--- src/rtl/rv_exec_pkg.sv ---
// Shared definitions for the execute-stage branch/ALU unit: the FSM state encoding,
// the op-flag priority indices, the default datapath width and the x0 register index.
package rv_exec_pkg;

    localparam int unsigned XLEN_DEFAULT = 32;
    localparam logic [4:0]  REG_X0       = 5'd0;

    // Op-flag bit positions in the packed op vector.
    // A lower index means a higher priority.
    localparam int unsigned OP_BEQ  = 0;
    localparam int unsigned OP_BNE  = 1;
    localparam int unsigned OP_BLT  = 2;
    localparam int unsigned OP_BGE  = 3;
    localparam int unsigned OP_BLTU = 4;
    localparam int unsigned OP_BGEU = 5;
    localparam int unsigned OP_ADDI = 6;
    localparam int unsigned OP_ADD  = 7;
    localparam int unsigned NUM_OPS = 8;

    typedef enum logic {
        ST_RUN    = 1'b0,
        ST_SQUASH = 1'b1
    } state_e;

endpackage

--- src/rtl/branch_compare.sv ---
// Combinational branch condition evaluation.
// When several branch flags are set, the highest-priority flag decides the outcome:
// beq > bne > blt > bge > bltu > bgeu.
module branch_compare
    import rv_exec_pkg::*;
#(
    parameter int unsigned XLEN = XLEN_DEFAULT
) (
    input  logic [XLEN-1:0] rs1_data,
    input  logic [XLEN-1:0] rs2_data,
    input  logic            beq,
    input  logic            bne,
    input  logic            blt,
    input  logic            bge,
    input  logic            bltu,
    input  logic            bgeu,
    output logic            taken
);

    logic eq;
    logic lt_s;
    logic lt_u;

    assign eq   = (rs1_data == rs2_data);
    assign lt_s = ($signed(rs1_data) < $signed(rs2_data));
    assign lt_u = (rs1_data < rs2_data);

    // Select the condition of the highest-priority asserted branch flag.
    always_comb begin
        taken = 1'b0;
        if (beq) begin
            taken = eq;
        end else if (bne) begin
            taken = !eq;
        end else if (blt) begin
            taken = lt_s;
        end else if (bge) begin
            taken = !lt_s;
        end else if (bltu) begin
            taken = lt_u;
        end else if (bgeu) begin
            taken = !lt_u;
        end
    end

endmodule

--- src/rtl/branch_execute_unit.sv ---
// Execute stage: resolves branches, performs addi/add and issues writeback requests.
// All outputs are registered.
// A taken branch squashes the next FLUSH_DEPTH cycles of input, which are the
// wrong-path slots still in flight in the decoder.
// Optional macro BRANCH_STATS_EN adds saturating branch and taken-branch counters.
module branch_execute_unit
    import rv_exec_pkg::*;
#(
    parameter int unsigned FLUSH_DEPTH = 1,
    parameter int unsigned XLEN        = XLEN_DEFAULT
) (
    input  logic            clk,
    input  logic            reset_n,
    input  logic            beq,
    input  logic            bne,
    input  logic            blt,
    input  logic            bge,
    input  logic            bltu,
    input  logic            bgeu,
    input  logic            addi,
    input  logic            add,
    input  logic [4:0]      rd,
    input  logic [XLEN-1:0] imm,
    input  logic [XLEN-1:0] rs1_data,
    input  logic [XLEN-1:0] rs2_data,
    input  logic [XLEN-1:0] ex_pc,
    output logic            jump_branch_enable,
    output logic [XLEN-1:0] jump_target,
    output logic            wb_enable,
    output logic [4:0]      wb_rd,
    output logic [XLEN-1:0] wb_data
`ifdef BRANCH_STATS_EN
    ,
    output logic [31:0]     branch_count,
    output logic [31:0]     taken_count
`endif
);

    localparam logic [2:0] FLUSH_CNT = 3'(FLUSH_DEPTH);

    logic [NUM_OPS-1:0] ops;
    logic               is_branch;
    logic               taken;

    state_e             state_q, state_d;
    logic [2:0]         cnt_q, cnt_d;

    logic               jbe_d;
    logic [XLEN-1:0]    target_d;
    logic               wb_en_d;
    logic [4:0]         wb_rd_d;
    logic [XLEN-1:0]    wb_data_d;

    assign ops = {add, addi, bgeu, bltu, bge, blt, bne, beq};
    assign is_branch = |ops[OP_BGEU:OP_BEQ];

    branch_compare #(
        .XLEN (XLEN)
    ) u_branch_compare (
        .rs1_data (rs1_data),
        .rs2_data (rs2_data),
        .beq      (ops[OP_BEQ]),
        .bne      (ops[OP_BNE]),
        .blt      (ops[OP_BLT]),
        .bge      (ops[OP_BGE]),
        .bltu     (ops[OP_BLTU]),
        .bgeu     (ops[OP_BGEU]),
        .taken    (taken)
    );

    // Next-state and next-output decode for the RUN/SQUASH machine.
    always_comb begin
        state_d   = state_q;
        cnt_d     = cnt_q;
        jbe_d     = 1'b0;
        target_d  = '0;
        wb_en_d   = 1'b0;
        wb_rd_d   = REG_X0;
        wb_data_d = '0;
        unique case (state_q)
            ST_RUN: begin
                if (is_branch) begin
                    if (taken) begin
                        jbe_d    = 1'b1;
                        target_d = ex_pc + imm;
                        if (FLUSH_DEPTH != 0) begin
                            state_d = ST_SQUASH;
                            cnt_d   = FLUSH_CNT;
                        end
                    end
                end else if (ops[OP_ADDI]) begin
                    if (rd != REG_X0) begin
                        wb_en_d   = 1'b1;
                        wb_rd_d   = rd;
                        wb_data_d = rs1_data + imm;
                    end
                end else if (ops[OP_ADD]) begin
                    if (rd != REG_X0) begin
                        wb_en_d   = 1'b1;
                        wb_rd_d   = rd;
                        wb_data_d = rs1_data + rs2_data;
                    end
                end
            end
            ST_SQUASH: begin
                // Squash is counted per cycle: decode emits bubbles as all-zero flags.
                cnt_d = cnt_q - 3'd1;
                if (cnt_q == 3'd1) begin
                    state_d = ST_RUN;
                end
            end
            default: begin
                state_d = ST_RUN;
                cnt_d   = 3'd0;
            end
        endcase
    end

    // State, squash counter and registered outputs.
    always_ff @(posedge clk or negedge reset_n) begin
        if (!reset_n) begin
            state_q            <= ST_RUN;
            cnt_q              <= 3'd0;
            jump_branch_enable <= 1'b0;
            jump_target        <= '0;
            wb_enable          <= 1'b0;
            wb_rd              <= REG_X0;
            wb_data            <= '0;
        end else begin
            state_q            <= state_d;
            cnt_q              <= cnt_d;
            jump_branch_enable <= jbe_d;
            jump_target        <= target_d;
            wb_enable          <= wb_en_d;
            wb_rd              <= wb_rd_d;
            wb_data            <= wb_data_d;
        end
    end

`ifdef BRANCH_STATS_EN
    logic count_branch;
    logic count_taken;

    assign count_branch = (state_q == ST_RUN) && is_branch;
    assign count_taken  = count_branch && taken;

    // Saturating statistics counters; squashed slots are not counted.
    always_ff @(posedge clk or negedge reset_n) begin
        if (!reset_n) begin
            branch_count <= '0;
            taken_count  <= '0;
        end else begin
            if (count_branch && (branch_count != 32'hFFFF_FFFF)) begin
                branch_count <= branch_count + 32'd1;
            end
            if (count_taken && (taken_count != 32'hFFFF_FFFF)) begin
                taken_count <= taken_count + 32'd1;
            end
        end
    end
`endif

endmodule

--- config.mk ---
export PLATFORM = sky130hd
export DESIGN_NAME = branch_execute_unit
export DESIGN_NICKNAME = d
export VERILOG_FILES = /design/src/rtl/rv_exec_pkg.sv /design/src/rtl/branch_compare.sv /design/src/rtl/branch_execute_unit.sv
export SDC_FILE = /design/constraint.sdc
export NUM_CORES = 1
export LEC_CHECK = 0
export CORE_AREA = 2 2 150 152
export DETAILED_ROUTE_END_ITERATION = 12
export DIE_AREA = 0 0 152 154
export PLACE_DENSITY = 0.7
export SYNTH_ARGS = -nofsm -noshare
export SYNTH_HDL_FRONTEND = slang
export SYNTH_SLANG_ARGS = --single-unit
--- constraint.sdc ---
create_clock -name clk -period 1.6 [get_ports clk]
set_input_delay 0.4 -clock clk [delete_from_list [all_inputs] [get_ports clk]]
set_output_delay 0.4 -clock clk [all_outputs]
set_load 0.02 [all_outputs]
Yosys cells after proc, flatten, opt, wreduce, memory -nomap -nowiden
Index checks and enable logic that the tools add are counted.
{"block": "op_classes", "add_sub_neg": 4, "bitwise_logic": 1, "order_cmp": 2, "eq_ne": 4, "mux": 33, "reduce_logical": 6}
{"op": "32-bit two-way mux", "count": 9}
{"op": "32-bit adder", "count": 3}
{"op": "32-bit less-than comparator", "count": 2}
{"op": "32-bit equality test", "count": 1}
{"op": "5-bit two-way mux", "count": 5}
{"op": "1-bit two-way mux", "count": 15}
{"op": "3-bit two-way mux", "count": 2}
{"op": "3-bit case mux with 2 select lines", "count": 1}
{"op": "6-bit OR reduction", "count": 1}
{"op": "5-bit nonzero test", "count": 1}
{"op": "2-bit != test, second input constant", "count": 2}
{"op": "3-bit by 1-bit equality test with 1-bit output, second input constant", "count": 1}
{"op": "1-bit logical NOT", "count": 3}
{"op": "3-bit by 1-bit subtractor with 3-bit output, second input constant", "count": 1}
{"op": "1-bit case mux with 2 select lines", "count": 1}
{"op": "2-bit AND reduction", "count": 1}
{"op": "1-bit inverter", "count": 1}
{"block": "word_totals", "regBits": 75, "inputBits": 143, "out_inout_bits": 71}

Longest topological paths before layout
{"block": "logic_depth", "word_depth": 11, "ltp_mapped": 13, "mapped_depth_nobuf": 11}

Cells and area by module
From an unflattened synthesis, not the netlist that was laid out.
{"block": "unflattened", "cells_unflattened": 954, "hier_area_um2": 7962.6}
{"mod": "branch_execute_unit", "instances": 1, "area_per_inst_um2": 7028.0, "seq_area_each_um2": 1876.8, "cells_each": 823}
{"mod": "branch_compare", "instances": 1, "area_per_inst_um2": 934.6, "seq_area_each_um2": 0.0, "cells_each": 131}

Worst setup path after synthesis
OpenSTA, ideal clock, no wires.
{"block": "synth_timing", "path_type": "input to register", "start": "in imm[0]", "end": "reg jump_target[30]", "n_path_buf": 0, "t_arrival_ns": 2.901, "path_slack_ns": -1.427, "cell_stages": 11, "t_required_ns": 1.474, "path_cell_list": "ha_1 > fa_1 > a211oi_1 > o21ai_0 > o221a_2 > o21ai_0 > nand2_1 > a221o_1 > o41ai_1 > or3_1 > a31oi_1"}
{"block": "synth_between", "elab_chain_len": 4}
{"element": "start, declared", "line_no": "branch_execute_unit.sv:23", "text": "input logic [XLEN-1:0] imm,"}
{"element": "32-bit adder", "line_no": "branch_execute_unit.sv:85", "text": "target_d = ex_pc + imm;"}
{"element": "32-bit two-way mux", "line_no": "branch_execute_unit.sv:83", "text": "if (taken) begin"}
{"element": "32-bit two-way mux", "line_no": "branch_execute_unit.sv:82", "text": "if (is_branch) begin"}
{"element": "32-bit two-way mux", "line_no": "branch_execute_unit.sv:80", "text": "unique case (state_q)"}
{"element": "net target_d[30]", "line_no": "branch_execute_unit.sv:49", "text": "logic [XLEN-1:0] target_d;"}
{"element": "end signal, assigned", "line_no": "branch_execute_unit.sv:133", "text": "jump_target <= target_d;"}
{"element": "end, declared", "line_no": "branch_execute_unit.sv:28", "text": "output logic [XLEN-1:0] jump_target,"}
The timed path passes the listed nets, and every way through them passes these cells.
A chain may end at the register's enable or synchronous reset.

Final worst setup path
Ends and elaborated chain as after synthesis.

==> reports/qor.log <==
INFO  status         outcome=finished with violations
INFO  status         violations=setup timing
INFO  logic_synthesis synth-edff-count=0
INFO  sta            tightest_slew=0.572ns
INFO  sta            final_min_period_over_clock_period=172%
INFO  finish         ratio_of_cells_with_drive_above_1_in_the_final_layout=46.9%
INFO  clocking       clock_slew_seen_by_the_registers_of_the_worst_setup_and_hold_paths=0.07ns
INFO  die            die_span_x=152um
INFO  critical_path  critical_path.top_delay_family=compound AO/OA/AOI/OAI gates
INFO  sta            grt_setup_unrepaired=yes
INFO  clocking       cts_sinks=75
INFO  finish         multi_input_combinational_cell_area=7780um2
INFO  die            core_region_area=21700um2
INFO  routing        initialDrtViolationCount=443
INFO  finish         design.final.nets=1810
INFO  logic_synthesis netlist.area_leader.share=23.0%
INFO  job            maxCapViolations=0
INFO  clocking       cts_root_buf=clkbuf_16
INFO  sta            slew_headroom=60.9%
INFO  critical_path  critical_path_end_type=flop
INFO  sta            min_period=2.75ns
INFO  finish         area_occupied_by_registers=1880um2
INFO  routing        avgRoutedWirePerCell=18.8um
INFO  logic_synthesis synth-main-ff-cell=dfrtp_1
INFO  finish         utilization=71.7%
INFO  pwr            leakage=7.52nW
INFO  critical_path  crit_fanout=3
INFO  finish         layout.cells.most_common_list=buf_4, dlygate4sd2_1, nor2_1, dfrtp_1, ha_1
INFO  sta            finalWorstSetupSlack=-1.15ns
INFO  global_routing first_global_vias=9967
INFO  logic_synthesis synthTopCellsByArea=dfrtp_1, ha_1, xnor2_1, nor2_1, a21oi_1
INFO  placement      gp_congestion=0.933
INFO  routing        postRouteWirelength=34.3mm
INFO  routing        vias_per_cell=5.39
INFO  logic_synthesis synth_area_per_cell=8.32um2
INFO  critical_path  timing.critical_path.buf_inv=1
INFO  clocking       worst_skew_pair_latency=0.35ns
INFO  routing        drt.antenna.violating_nets=0
INFO  placement      buffer_ports.inserted=213
INFO  pwr            vdd_drop_max=0.639mV
INFO  sta            timing.final.max_slew_violations=0
INFO  logic_synthesis netlist_area=8160um2
INFO  hold_path      hold_path.class=primary input to flop
INFO  clocking       cts_max_path_buffers=2
INFO  die            num_rows=54
INFO  die            floorplan.die_area=23400um2
INFO  logic_synthesis synth_top_cell_by_area=dfrtp_1
INFO  critical_path  critical_path_arrival=2.98ns
INFO  finish         fill_cells=1544
INFO  logic_synthesis yosys_warning_count=0
INFO  critical_path  cp.required=1.84ns
INFO  logic_synthesis postSynth.asyncResetShare=100%
INFO  logic_synthesis sequential_to_total_area_share_from_yosys_stat=23.0%
INFO  clocking       tritoncts_clock_tree=yes
INFO  global_routing grt_start_max_net_pins=44
INFO  routing        vias=9834
INFO  pwr            power_density=675nW/um2
INFO  sta            fin_tns_setup=-61.48ns
INFO  critical_path  timing_worst_setup_path_type=primary input to flop
INFO  routing        detail_route.first_pass.iterations=4
INFO  global_routing grt_pass1_wl=52.1mm
INFO  global_routing grt_util_all_layers=27.8%
INFO  routing        detail_route.drc_violations=0
INFO  clocking       ctsHtreeMaxLevel=3
INFO  critical_path  critical_path.max_stage_delay=0.40ns
INFO  clocking       cts_inserted_buffers=9
INFO  logic_synthesis synthesis.instances=981
INFO  logic_synthesis post_synthesis_register_bit_count=75
INFO  sta            finalHoldViolCount=0
INFO  critical_path  crit_chain=buf_8, ha_4, fa_2, a211oi_2, o21ai_2, o221a_4, o21ai_2, nand2_2, a221o_1, o41ai_4, or3_4, a31oi_4
INFO  finish         area_delta_synth_final=90.4%
INFO  sta            max_freq=364MHz
INFO  logic_synthesis synth_fp_nets=1254
INFO  pwr            fin_total_pwr=0.0105W
INFO  sta            final_setup_viols=65
INFO  die            die_h=154um
INFO  critical_path  worst_path_most_repeated_cell=o21ai_2
INFO  global_routing gr-total-overflow=0
INFO  sta            finalHoldWorstSlack=0.272ns
INFO  die            initial_utilization=37.6%
INFO  critical_path  crit_path_start_kind=primary input
INFO  sta            finClkSkew=0.00682ns
INFO  die            ioPinCount=214
INFO  logic_synthesis synth_cell_types=73
INFO  critical_path  cp_slowest_cell=o41ai_4
INFO  finish         layout_commonest_cell=buf_4
INFO  placement      hpwl_after_detailed_placement=25.9mm
INFO  global_routing antenna_found_initial=3
-- final cells by class --
| type | count | share of cell area [%] |
|---|---|---|
| flip-flops and latches | 75 | 12.1 |
| well taps | 280 | 2.25 |
| clock inverters | 6 | 0.878 |
| clock buffers | 10 | 1.54 |
| diodes | 3 | 0.0483 |
| inverters | 77 | 2.20 |
| repair buffers | 569 | 30.9 |
| multi-input cells | 805 | 50.1 |
-- where the power goes --
| group | leakage, nW | switching [W] | internal (W) |
|---|---|---|---|
| sequential | 1.03 | 0.0000684 | 0.00206 |
| clock | 0.179 | 0.000878 | 0.00173 |
| combinational | 6.31 | 0.00285 | 0.00291 |
-- timing repair --
| action | 4_1_cts | 5_1_grt |
|---|---|---|
| gates resized for setup | 495 | 224 |
| pin swaps | 157 | 122 |
| hold buffers | 1 | 0 |
| endpoints found under the setup margin | 145 | 74 |
| gates cloned | 3 | 0 |
| setup buffers | 20 | 14 |
| endpoints found under the hold margin | 12 | 0 |
-- layer usage --
layer	vias to the layer above	global-route usage, %	wire (um)
li1	4711	-	-
met5	-	0	0
met4	0	8.99	860
met1	4758	35.3	14700
met3	60	2.96	1520
met2	305	49.4	17200
-- state kept, by name, indices dropped and copies added, names as in the netlist --
name,count
wb_enable,1
cnt_q,3
wb_rd,5
state_q,1
jump_target,32
jump_branch_enable,1
wb_data,32
-- cells in the mapped netlist (24+ instances only) --
library cell,count
a21o_1,25
a21oi_1,75
dfrtp_1,75
ha_1,127
inv_1,77
nand2_1,48
nor2_1,106
nor3_1,24
o21ai_0,40
xnor2_1,46
xor2_1,30
-- kinds of logic (layout without fill, tap and decap cells) --
group	count (synthesis)	in the layout	synth area share, %
AOI/OAI and AO/OA	307	307	25.8
other	0	3	0
adders and majority gates	130	130	20.2
xor gates and xnor gates	76	76	8.16
DFF	75	75	23.0
and+or+nand+nor	288	288	17.5
muxes	4	4	0.491
buffers and inverters	101	662	4.83
-- final timing paths --
kind                                       from                   endpoint  slack (ns)  cells past startpoint
min reg2reg                cnt_q[0]$_DFFE_PN0P_       cnt_q[0]$_DFFE_PN0P_        0.53                      1
max in group asynchronous               reset_n      wb_data[25]$_DFF_PN0_        0.62                      3
min                                       rd[0]         wb_rd[0]$_DFF_PN0_        0.27                      2
max                                      imm[0]  jump_target[30]$_DFF_PN0_       -1.15                     12
max reg2reg                   state_q$_DFF_PN0_      wb_data[31]$_DFF_PN0_        0.18                      6
min in group asynchronous               reset_n       wb_data[1]$_DFF_PN0_        0.44                      2
-- metrics by stage --
stage / cell area (um2) / worst slack, ns / std cells
floorplan: 8650 / -1.25 / 981
global placement: 13500 / -1.93 / 1777
detailed placement: 13500 / -2.02 / 1777
CTS: 14800 / -1.18 / 1814
global route: 15500 / -1.23 / 1825
finish: 15500 / -1.15 / 1825
No activity file was read; power rests on OpenSTA's default activity.
